## src/rtl/music_seq_ctrl.sv

```systemverilog
// Note sequencer for the music player.
// It takes play/next key pulses and the beat tick, steps through the song ROM
// and drives the note code and enable to the tone generator.
// Every output comes straight from a register.
module music_seq_ctrl #(
    parameter int ADDR_W    = 5,
    parameter int NOTE_W    = 4,
    parameter int DUR_W     = 4,
    parameter int SONG_LEN  = 32,
    parameter int GAP_TICKS = 1
) (
    input  logic                    clk,
    input  logic                    reset,
    input  logic                    play_pulse,
    input  logic                    next_pulse,
    input  logic                    beat_tick,
    input  logic [NOTE_W+DUR_W-1:0] rom_data,
    output logic [ADDR_W-1:0]       rom_addr,
    output logic [NOTE_W-1:0]       note,
    output logic                    note_en,
    output logic                    playing,
    output logic                    song_done
);

    localparam int GAP_W = $clog2(GAP_TICKS + 1);
    localparam logic [ADDR_W-1:0] LAST_ADDR = ADDR_W'(SONG_LEN - 1);

    typedef enum logic [2:0] {
        IDLE  = 3'd0,
        FETCH = 3'd1,
        LATCH = 3'd2,
        PLAY  = 3'd3,
        GAP   = 3'd4,
        PAUSE = 3'd5,
        DONE  = 3'd6
    } state_t;

    state_t              state_reg, state_next;
    logic                resume_gap_reg, resume_gap_next;  // 1: pause was entered from GAP
    logic [ADDR_W-1:0]   addr_reg, addr_next;
    logic [NOTE_W-1:0]   note_reg, note_next;
    logic                note_en_reg, note_en_next;
    logic                playing_reg, playing_next;
    logic                done_reg, done_next;
    logic [DUR_W-1:0]    dur_cnt_reg, dur_cnt_next;
    logic [GAP_W-1:0]    gap_cnt_reg, gap_cnt_next;
    logic                do_advance;

    logic [NOTE_W-1:0]   rom_note;
    logic [DUR_W-1:0]    rom_dur;

    assign rom_note = rom_data[NOTE_W+DUR_W-1:DUR_W];
    assign rom_dur  = rom_data[DUR_W-1:0];

    // State, counters and registered outputs
    always_ff @(posedge clk or posedge reset) begin
        if (reset) begin
            state_reg      <= IDLE;
            resume_gap_reg <= 1'b0;
            addr_reg       <= '0;
            note_reg       <= '0;
            note_en_reg    <= 1'b0;
            playing_reg    <= 1'b0;
            done_reg       <= 1'b0;
            dur_cnt_reg    <= '0;
            gap_cnt_reg    <= '0;
        end else begin
            state_reg      <= state_next;
            resume_gap_reg <= resume_gap_next;
            addr_reg       <= addr_next;
            note_reg       <= note_next;
            note_en_reg    <= note_en_next;
            playing_reg    <= playing_next;
            done_reg       <= done_next;
            dur_cnt_reg    <= dur_cnt_next;
            gap_cnt_reg    <= gap_cnt_next;
        end
    end

    // Next state and next output values.
    // When inputs arrive in the same cycle, play_pulse wins over next_pulse,
    // and next_pulse wins over beat_tick.
    always_comb begin
        state_next      = state_reg;
        resume_gap_next = resume_gap_reg;
        addr_next       = addr_reg;
        note_next       = note_reg;
        note_en_next    = note_en_reg;
        dur_cnt_next    = dur_cnt_reg;
        gap_cnt_next    = gap_cnt_reg;
        do_advance      = 1'b0;

        case (state_reg)
            IDLE: begin
                if (play_pulse) begin
                    state_next = FETCH;
                end
            end
            FETCH: begin
                // rom_addr is already presented; wait one cycle for the ROM read
                state_next = LATCH;
            end
            LATCH: begin
                if (rom_dur == '0) begin
                    state_next = DONE;
                    addr_next  = '0;
                end else begin
                    note_next    = rom_note;
                    dur_cnt_next = rom_dur;
                    note_en_next = (rom_note != '0);
                    state_next   = PLAY;
                end
            end
            PLAY: begin
                if (play_pulse) begin
                    state_next      = PAUSE;
                    resume_gap_next = 1'b0;
                    note_en_next    = 1'b0;
                end else if (next_pulse) begin
                    do_advance = 1'b1;
                end else if (beat_tick && dur_cnt_reg != '0) begin
                    if (dur_cnt_reg == DUR_W'(1)) begin
                        state_next   = GAP;
                        dur_cnt_next = '0;
                        gap_cnt_next = GAP_W'(GAP_TICKS);
                        note_en_next = 1'b0;
                    end else begin
                        dur_cnt_next = dur_cnt_reg - DUR_W'(1);
                    end
                end
            end
            GAP: begin
                if (play_pulse) begin
                    state_next      = PAUSE;
                    resume_gap_next = 1'b1;
                end else if (next_pulse) begin
                    do_advance = 1'b1;
                end else if (beat_tick && gap_cnt_reg != '0) begin
                    if (gap_cnt_reg == GAP_W'(1)) begin
                        gap_cnt_next = '0;
                        do_advance   = 1'b1;
                    end else begin
                        gap_cnt_next = gap_cnt_reg - GAP_W'(1);
                    end
                end
            end
            PAUSE: begin
                // Counters and address stay frozen; only play_pulse matters here
                if (play_pulse) begin
                    state_next   = resume_gap_reg ? GAP : PLAY;
                    note_en_next = !resume_gap_reg && (note_reg != '0);
                end
            end
            DONE: begin
                state_next = IDLE;
            end
            default: begin
                state_next = IDLE;
            end
        endcase

        // Leaving a note early (next_pulse) or normally (gap over) follows one rule
        if (do_advance) begin
            note_en_next = 1'b0;
            if (addr_reg == LAST_ADDR) begin
                state_next = DONE;
                addr_next  = '0;
            end else begin
                state_next = FETCH;
                addr_next  = addr_reg + ADDR_W'(1);
            end
        end

        playing_next = (state_next == FETCH) || (state_next == LATCH) ||
                       (state_next == PLAY)  || (state_next == GAP);
        done_next    = (state_next == DONE);
    end

    assign rom_addr  = addr_reg;
    assign note      = note_reg;
    assign note_en   = note_en_reg;
    assign playing   = playing_reg;
    assign song_done = done_reg;

endmodule
```

## config.mk

```make
export PLATFORM = sky130hd
export DESIGN_NAME = music_seq_ctrl
export DESIGN_NICKNAME = d
export VERILOG_FILES = /design/src/rtl/music_seq_ctrl.sv
export SDC_FILE = /design/constraint.sdc
export NUM_CORES = 1
export LEC_CHECK = 0
export BUFFER_PORTS_ARGS = -buffer_cell sky130_fd_sc_hd__buf_4
export CORE_ASPECT_RATIO = 1.75
export CORE_MARGIN = 4
export CORE_UTILIZATION = 54
export DETAILED_ROUTE_END_ITERATION = 12
export PLACE_DENSITY = 0.86
export SYNTH_ARGS = -nofsm -noshare
export SYNTH_HDL_FRONTEND = slang
export SYNTH_SLANG_ARGS = --single-unit
```

## constraint.sdc

```tcl
create_clock -name clk -period 2.43 [get_ports clk]
set_input_delay 0.1215 -clock clk [delete_from_list [all_inputs] [get_ports clk]]
set_output_delay 0.1215 -clock clk [all_outputs]
set_load 0.02 [all_outputs]
```

==> results of run 1 <==
[cell usage in the layout (no fill, tap or decap), types with 2 or more instances in the layout]
cell type,netlist,routed
nand3_1,4,4
o22ai_1,2,2
a22oi_1,3,3
a22o_1,2,2
a21o_1,2,2
ha_1,5,5
dfrtp_1,21,21
nand3b_1,2,2
clkbuf_8,0,3
mux2_2,4,4
or4_1,3,3
nor2_1,10,10
and3_1,2,2
or3_1,2,2
nor3_1,2,2
inv_1,7,7
o21ai_0,10,10
buf_4,0,24
nand2b_1,6,6
a32o_1,4,4
a21oi_1,8,8
a211oi_1,2,2
nor3b_1,3,3
nand2_1,14,14
[cell families (layout without fill, tap and decap cells)]
kind of cell | count (synthesis) | in the layout | share of synthesized area (%)
flip-flops | 21 | 21 | 40.1
multiplexers | 4 | 4 | 3.43
AND/OR/NAND/NOR | 57 | 57 | 23.9
AO/OA/AOI/OAI | 43 | 43 | 22.6
buffers and inverters | 13 | 35 | 5.25
adder cells (fa/ha/maj) | 5 | 5 | 4.77
[through the flow]
stage	hold slack, ns	util (%)	worst slack, ns
6_report	-0.00666	66.3	0.366
5_1_grt	0.0634	66.3	0.298
4_1_cts	0.0228	66.3	0.424
3_5_place_dp	0.303	64.3	0.437
3_3_place_gp	0.297	64.3	0.601
2_1_floorplan	0.0980	-	0.692
[worst reg2reg max path, stage by stage (launching register included)]
cell and delay (ns):
dfrtp_1 0.38, inv_1 0.11, ha_1 0.17, nor3b_1 0.46, a21oi_1 0.13, o32ai_1 0.44, a2111o_1 0.18, nand3_1 0.06
[cell type report]
cell class              instances  area, µm²
flip-flops and latches         21        526
multi-input cells             109        717
fillers                       194        777
well taps                      25       31.3
inverters                       7       26.3
clock buffers                   4       45.0
repair buffers                 24        180
[where the power goes]
part           leakage, nW  internal (W)  switching [W]
clock network       0.0228      0.000117       0.000106
logic                0.420      0.000425       0.000515
registers            0.263      0.000491       0.000188
[how the worst max path moves through the flow]
stage,start,to,slack [ns],depth (start not counted)
floorplan,dur_cnt_reg[0],playing,0.69,7
global route,dur_cnt_reg[1],playing,0.30,7
CTS,dur_cnt_reg[1],playing,0.42,7
detailed placement,dur_cnt_reg[1],playing,0.44,7
global placement,dur_cnt_reg[1],playing,0.60,7
finish,dur_cnt_reg[1],playing,0.37,7
[routing by layer]
layer | track usage, % | share of wire (%) | up-vias | routed length (µm)
met3 | 2.96 | 3.5 | 5 | 115
met1 | 24.6 | 38 | 582 | 1260
met5 | 0 | 0 | - | 0
met4 | 8.14 | 1.5 | 0 | 51
met2 | 42.6 | 57 | 34 | 1870
li1 | - | - | 579 | -
==> flow_summary.toml, run 1 <==
[routing]
ant_nets = 0
drc = 0
firstDrtPassIters = 4
drt-initial-drc-count = 34
avgViaCountPerCell = 6.32
routedWlPerCell_um = 17.3
wirelength_um = 3300
num_vias = 1200

[setup_path]
endpoint_kind = "flop"
r2r_setup_slack_ns = 0.37
critical_path_class = "flop to flop"
reg2reg_depth = 7
critPathBufInv = 1
crit_chain = "inv_1 > ha_1 > nor3b_1 > a21oi_1 > o32ai_1 > a2111o_1 > nand3_1"
worstPathArrival_ns = 2.20
regToRegEndpoint = "playing"
critical_path.max_fanout = 5
required_ns = 2.56
cpMaxStageDelayCell = "nor3b_1"
reg2reg_from = "dur_cnt_reg[1]"
startpoint_type = "flop"
cpPeakStageDelay_ns = 0.46
crit_family = "compound AO/OA/AOI/OAI gates"

[status]
violations = "hold timing"
status = "finished, violations left"

[clock_network]
cts_hold_buffers = 0
post_cts_buffers = 0
clk_path_buf_depth = 2
path_clk_slew_ns = 0.07
cts_resized = 0
cts_buffers = 3
numClockSinks = 21
clockRootBuffer = "clkbuf_8"
insertion_delay_ns = 0.26
cts_tree = "yes"
cts_htree_levels = 1

[sta]
rsz0062_at_grt = "no"
hold_slack_ns = -0.00666
worstMarginPinSlew_ns = 0.758
finalMaxSlewViolations = 0
fin_setup_tns_ns = 0
setup_viol = 0
max_slew_margin_pct = 49.4
fin_crit_sh_pct = 84.9
max_freq_mhz = 484
finClkSkew_ns = 0.00483
hold_violations = 10
period_minus_slack_ns = 2.06

[placed_design]
hpwl_um = 2470
portBuffers = 24
gp_congestion = 0.913
placed_cells = 186
placed_cell_area_um2 = 1480

[logic_synthesis]
yosys-top-cells-area = "dfrtp_1 (40%), ha_1 (4.8%), nand2_1 (4.0%), o21ai_0 (3.8%), mux2_2 (3.4%)"
yosys.area.top_type_share_pct = 40.1
synth_top_flop_cell = "dfrtp_1"
ys_ff_latch = 21
synth_commonest_cells = "dfrtp_1 (21), nand2_1 (14), nor2_1 (10), o21ai_0 (10), a21oi_1 (8)"
yosysWarningCount = 0
synth.distinct_cells = 43
synth_seq_area_share_pct = 40.1
avgSynthCellArea_um2 = 9.17
yosysMostFrequentCell = "dfrtp_1"
syn-num-nets = 161
postSynth.asyncResetShare_pct = 100
synth_edf_count = 0
yosys.area.top_type = "dfrtp_1"
netlist_area_um2 = 1310
synth_cells = 143

[global_route]
antenna_found_initial = 0
grt-ovfl-total = 0
track_usage_pct = 22.8
grt_pass1_wl_um = 5570
grt_pass1_vias = 1204
grt_max_degree = 22

[final_layout]
largest_register_ffs = 5
nets = 184
fin_cells = 190
drive_gt1_share_pct = 20.0
fin_area_um2 = 1530
syn2layout_area_growth_pct = 16.3
n_antenna_cell = 0

[floorplan]
die_w_um = 45.3
core_area_um2 = 2300
pin_count = 25
die_h_um = 73.2
num_rows = 23
start_util_pct = 57.0
dieArea_um2 = 3310

[power_and_ir_drop]
p_leak_nw = 0.705
total_power_w = 0.00184
ir_worst_vdd_uv = 692
powerDensity_nw_per_um2 = 1210

[flow_run]
cap_violations = 0

[worst_hold_path]
hold_class = "primary input to asynchronous set/reset pin"
Power figures use the tool's default switching activity.
==> inputs of run 2 (changes only) <==
--- a/config.mk
+++ b/config.mk
@@ -5,6 +5,7 @@
 export SDC_FILE = /design/constraint.sdc
 export NUM_CORES = 1
 export LEC_CHECK = 0
+export ABC_AREA = 1
 export BUFFER_PORTS_ARGS = -buffer_cell sky130_fd_sc_hd__buf_4
 export CORE_ASPECT_RATIO = 1.75
 export CORE_MARGIN = 4
==> constraint.sdc (replaced) <==
create_clock -name clk -period 2 [get_ports clk]
set_input_delay 0.1 -clock clk [delete_from_list [all_inputs] [get_ports clk]]
set_output_delay 0.1 -clock clk [all_outputs]
set_load 0.02 [all_outputs]
==> run 2 against run 1 <==
The run still ends with hold timing left. Sequential share of layout area decreased by 0.53 points. Via count grew 1.5%. Fmax grew 18%. Hold slack worse by 0.0085 ns. Clock power is 29% higher. Combinational power rose by 39%. Cell count is 12% higher. Sequential power increased by 17%. Global-route usage down 0.75 points. Critical path depth rose by 1. Synthesized cell count increased by 13%. Highest routed layer unchanged.
==> flow_summary.toml, run 2 <==
[status]
status = "finished, violations left"
violations = "hold timing"

[logic_synthesis]
yosysMostFrequentCell = "nand2_1"
synth_edf_count = 0
syn-num-nets = 179
synth_cells = 161
synth_top_flop_cell = "dfrtp_1"
yosys.area.top_type_share_pct = 40.3
postSynth.asyncResetShare_pct = 100
yosysWarningCount = 0
synth_commonest_cells = "nand2_1 (32), dfrtp_1 (21), inv_1 (15), nor2_1 (14), nand3_1 (12)"
ys_ff_latch = 21
yosys.area.top_type = "dfrtp_1"
synth_seq_area_share_pct = 40.3
avgSynthCellArea_um2 = 8.10
yosys-top-cells-area = "dfrtp_1 (40%), nand2_1 (9.2%), ha_1 (4.8%), nand3_1 (4.6%), inv_1 (4.3%)"
netlist_area_um2 = 1300
synth.distinct_cells = 31

[final_layout]
nets = 207
n_antenna_cell = 0
syn2layout_area_growth_pct = 18.8
layout_common_cells = "nand2_1 (32), buf_4 (24), dfrtp_1 (21)"
nFillCells = 198
layout_commonest_cell = "nand2_1"
ff_latch_area_um2 = 526
largest_register_ffs = 5
multi_input_area_um2 = 688
drive_gt1_share_pct = 27.1
fin_cells = 213

[setup_path]
cpPeakStageDelay_ns = 0.50
crit_end = "rom_addr[3]"
cpMaxStageDelayCell = "dfrtp_1"
worst-path-stages = 8
crit_chain = "inv_2 > nand3_2 > nor2_1 > a21oi_4 > inv_1 > nor2_2 > nand2_1 > o21ai_0"
regToRegEndpoint = "rom_addr[3]"
startpoint_type = "flop"
critical_path.max_fanout = 11
critical_path_class = "flop to flop"
required_ns = 2.19
reg2reg_from = "state_reg[2]"
critPathBufInv = 2
r2r_setup_slack_ns = 0.25
crit_family = "simple AND/OR/NAND/NOR gates"
reg2reg_depth = 8
crit_path_start = "state_reg[2]"
endpoint_kind = "flop"
worstPathArrival_ns = 1.94

[placed_design]
gp_congestion = 0.848
hpwl_um = 2490
portBuffers = 24
placed_cells = 209

[global_route]
track_usage_pct = 22.0
grt_pass1_vias = 1274
antenna_found_initial = 0
grt-ovfl-total = 0
grt_max_degree = 22
grt_pass1_wl_um = 5460

[clock_network]
cts_buffers = 3
cts_hold_buffers = 0
insertion_delay_ns = 0.27
clk_path_buf_depth = 2
cts_tree = "yes"
clockRootBuffer = "clkbuf_8"
numClockSinks = 21
post_cts_buffers = 0
cts_htree_levels = 1
cts_resized = 0
path_clk_slew_ns = 0.08

[routing]
top_layer = "met4"
routedWlPerCell_um = 15.2
drt-initial-drc-count = 20
ant_nets = 0
route.met3.wl_um = 109
avgViaCountPerCell = 5.72
firstDrtPassIters = 4
wl_met2_um = 1890
wirelength_um = 3230
num_vias = 1218
m1WireLength_um = 1130
drc = 0

[power_and_ir_drop]
swShare_pct = 46.7
pwr-share-clk_pct = 12.1
pwr-share-comb_pct = 54.7
internal_power_w = 0.00127
switching_power_w = 0.00111
p_seq_share_pct = 33.2
total_power_w = 0.00239
powerDensity_nw_per_um2 = 1540
p_leak_nw = 0.782
ir_worst_vdd_uv = 844

[sta]
worstMarginPinSlew_ns = 0.793
hold_violations = 21
max_freq_mhz = 570
fin_crit_sh_pct = 87.7
hold_slack_ns = -0.0152
fin_setup_tns_ns = 0
period_minus_slack_ns = 1.75
finClkSkew_ns = 0.00265
max_slew_margin_pct = 47.0
setup_viol = 0
finalMaxSlewViolations = 0
rsz0062_at_grt = "no"

[floorplan]
dieArea_um2 = 3300
core_area_um2 = 2300
die_w_um = 45.1
num_rows = 23
pin_count = 25
start_util_pct = 56.6
die_h_um = 73

[worst_hold_path]
hold_class = "primary input to asynchronous set/reset pin"

[flow_run]
cap_violations = 0
run 2: changes by cell type in the layout (fill, tap and decap cells not counted), sizes merged, moves of 3 or more:
cell	delta
nand2	+20
inv	+14
nand3	+9
nor2	+8
nand2b	-6
a21oi	+3
a32o	-3
nor3b	-3
or4	-3
run 2: worst min path at each step:
stage / from / endpoint / slack, ns / cells after the start
2_1_floorplan: reset / dur_cnt_reg[0] / 0.08 / 1
3_3_place_gp: reset / note_en / 0.29 / 2
3_5_place_dp: reset / rom_addr[1] / 0.30 / 2
4_1_cts: reset / dur_cnt_reg[1] / 0.01 / 2
5_1_grt: reset / note[3] / 0.06 / 2
6_report: reset / note[2] / -0.02 / 2
run 2: kinds of logic after synthesis:
| logic type | synth area share (%) |
|---|---|
| buf+inv | 6.91 |
| fa+ha+maj | 4.80 |
| mux | 3.45 |
| simple gates | 26.6 |
| xor+xnor | 1.34 |
| flops | 40.3 |
| compound gates | 16.6 |
run 2: area by class of cell:
class                   instances  area share (%)
clock buffers                   4            2.91
inverters                      21            5.09
multi-input cells             118            44.4
flip-flops and latches         21            33.9
well taps                      25            2.02
repair buffers                 24            11.6
run 2: power groups by stage:
stage | clock network [W] | registers [W] | logic, W
CTS | 0.000288 | 0.000790 | 0.00131
detailed placement | 0 | 0.000798 | 0.00130
floorplan | 0 | 0.000880 | 0.000821
global placement | 0 | 0.000787 | 0.00124
finish | 0.000288 | 0.000793 | 0.00131
global route | 0.000306 | 0.000820 | 0.00146
run 2: routing by layer:
| metal | vias up | track usage [%] |
|---|---|---|
| li1 | 591 | - |
| met1 | 586 | 21.3 |
| met2 | 30 | 41.3 |
| met3 | 11 | 4.44 |
| met4 | 0 | 10.7 |
| met5 | - | 0 |
run 2: per-stage QoR:
| step | cell area [µm²] | worst slack (ns) | util [%] |
|---|---|---|---|
| floorplan | 1300 | 0.437 | - |
| global placement | 1500 | 0.364 | 65.3 |
| detailed placement | 1500 | 0.272 | 65.3 |
| CTS | 1550 | 0.253 | 67.3 |
| global route | 1550 | 0.0342 | 67.3 |
| finish | 1550 | 0.246 | 67.3 |
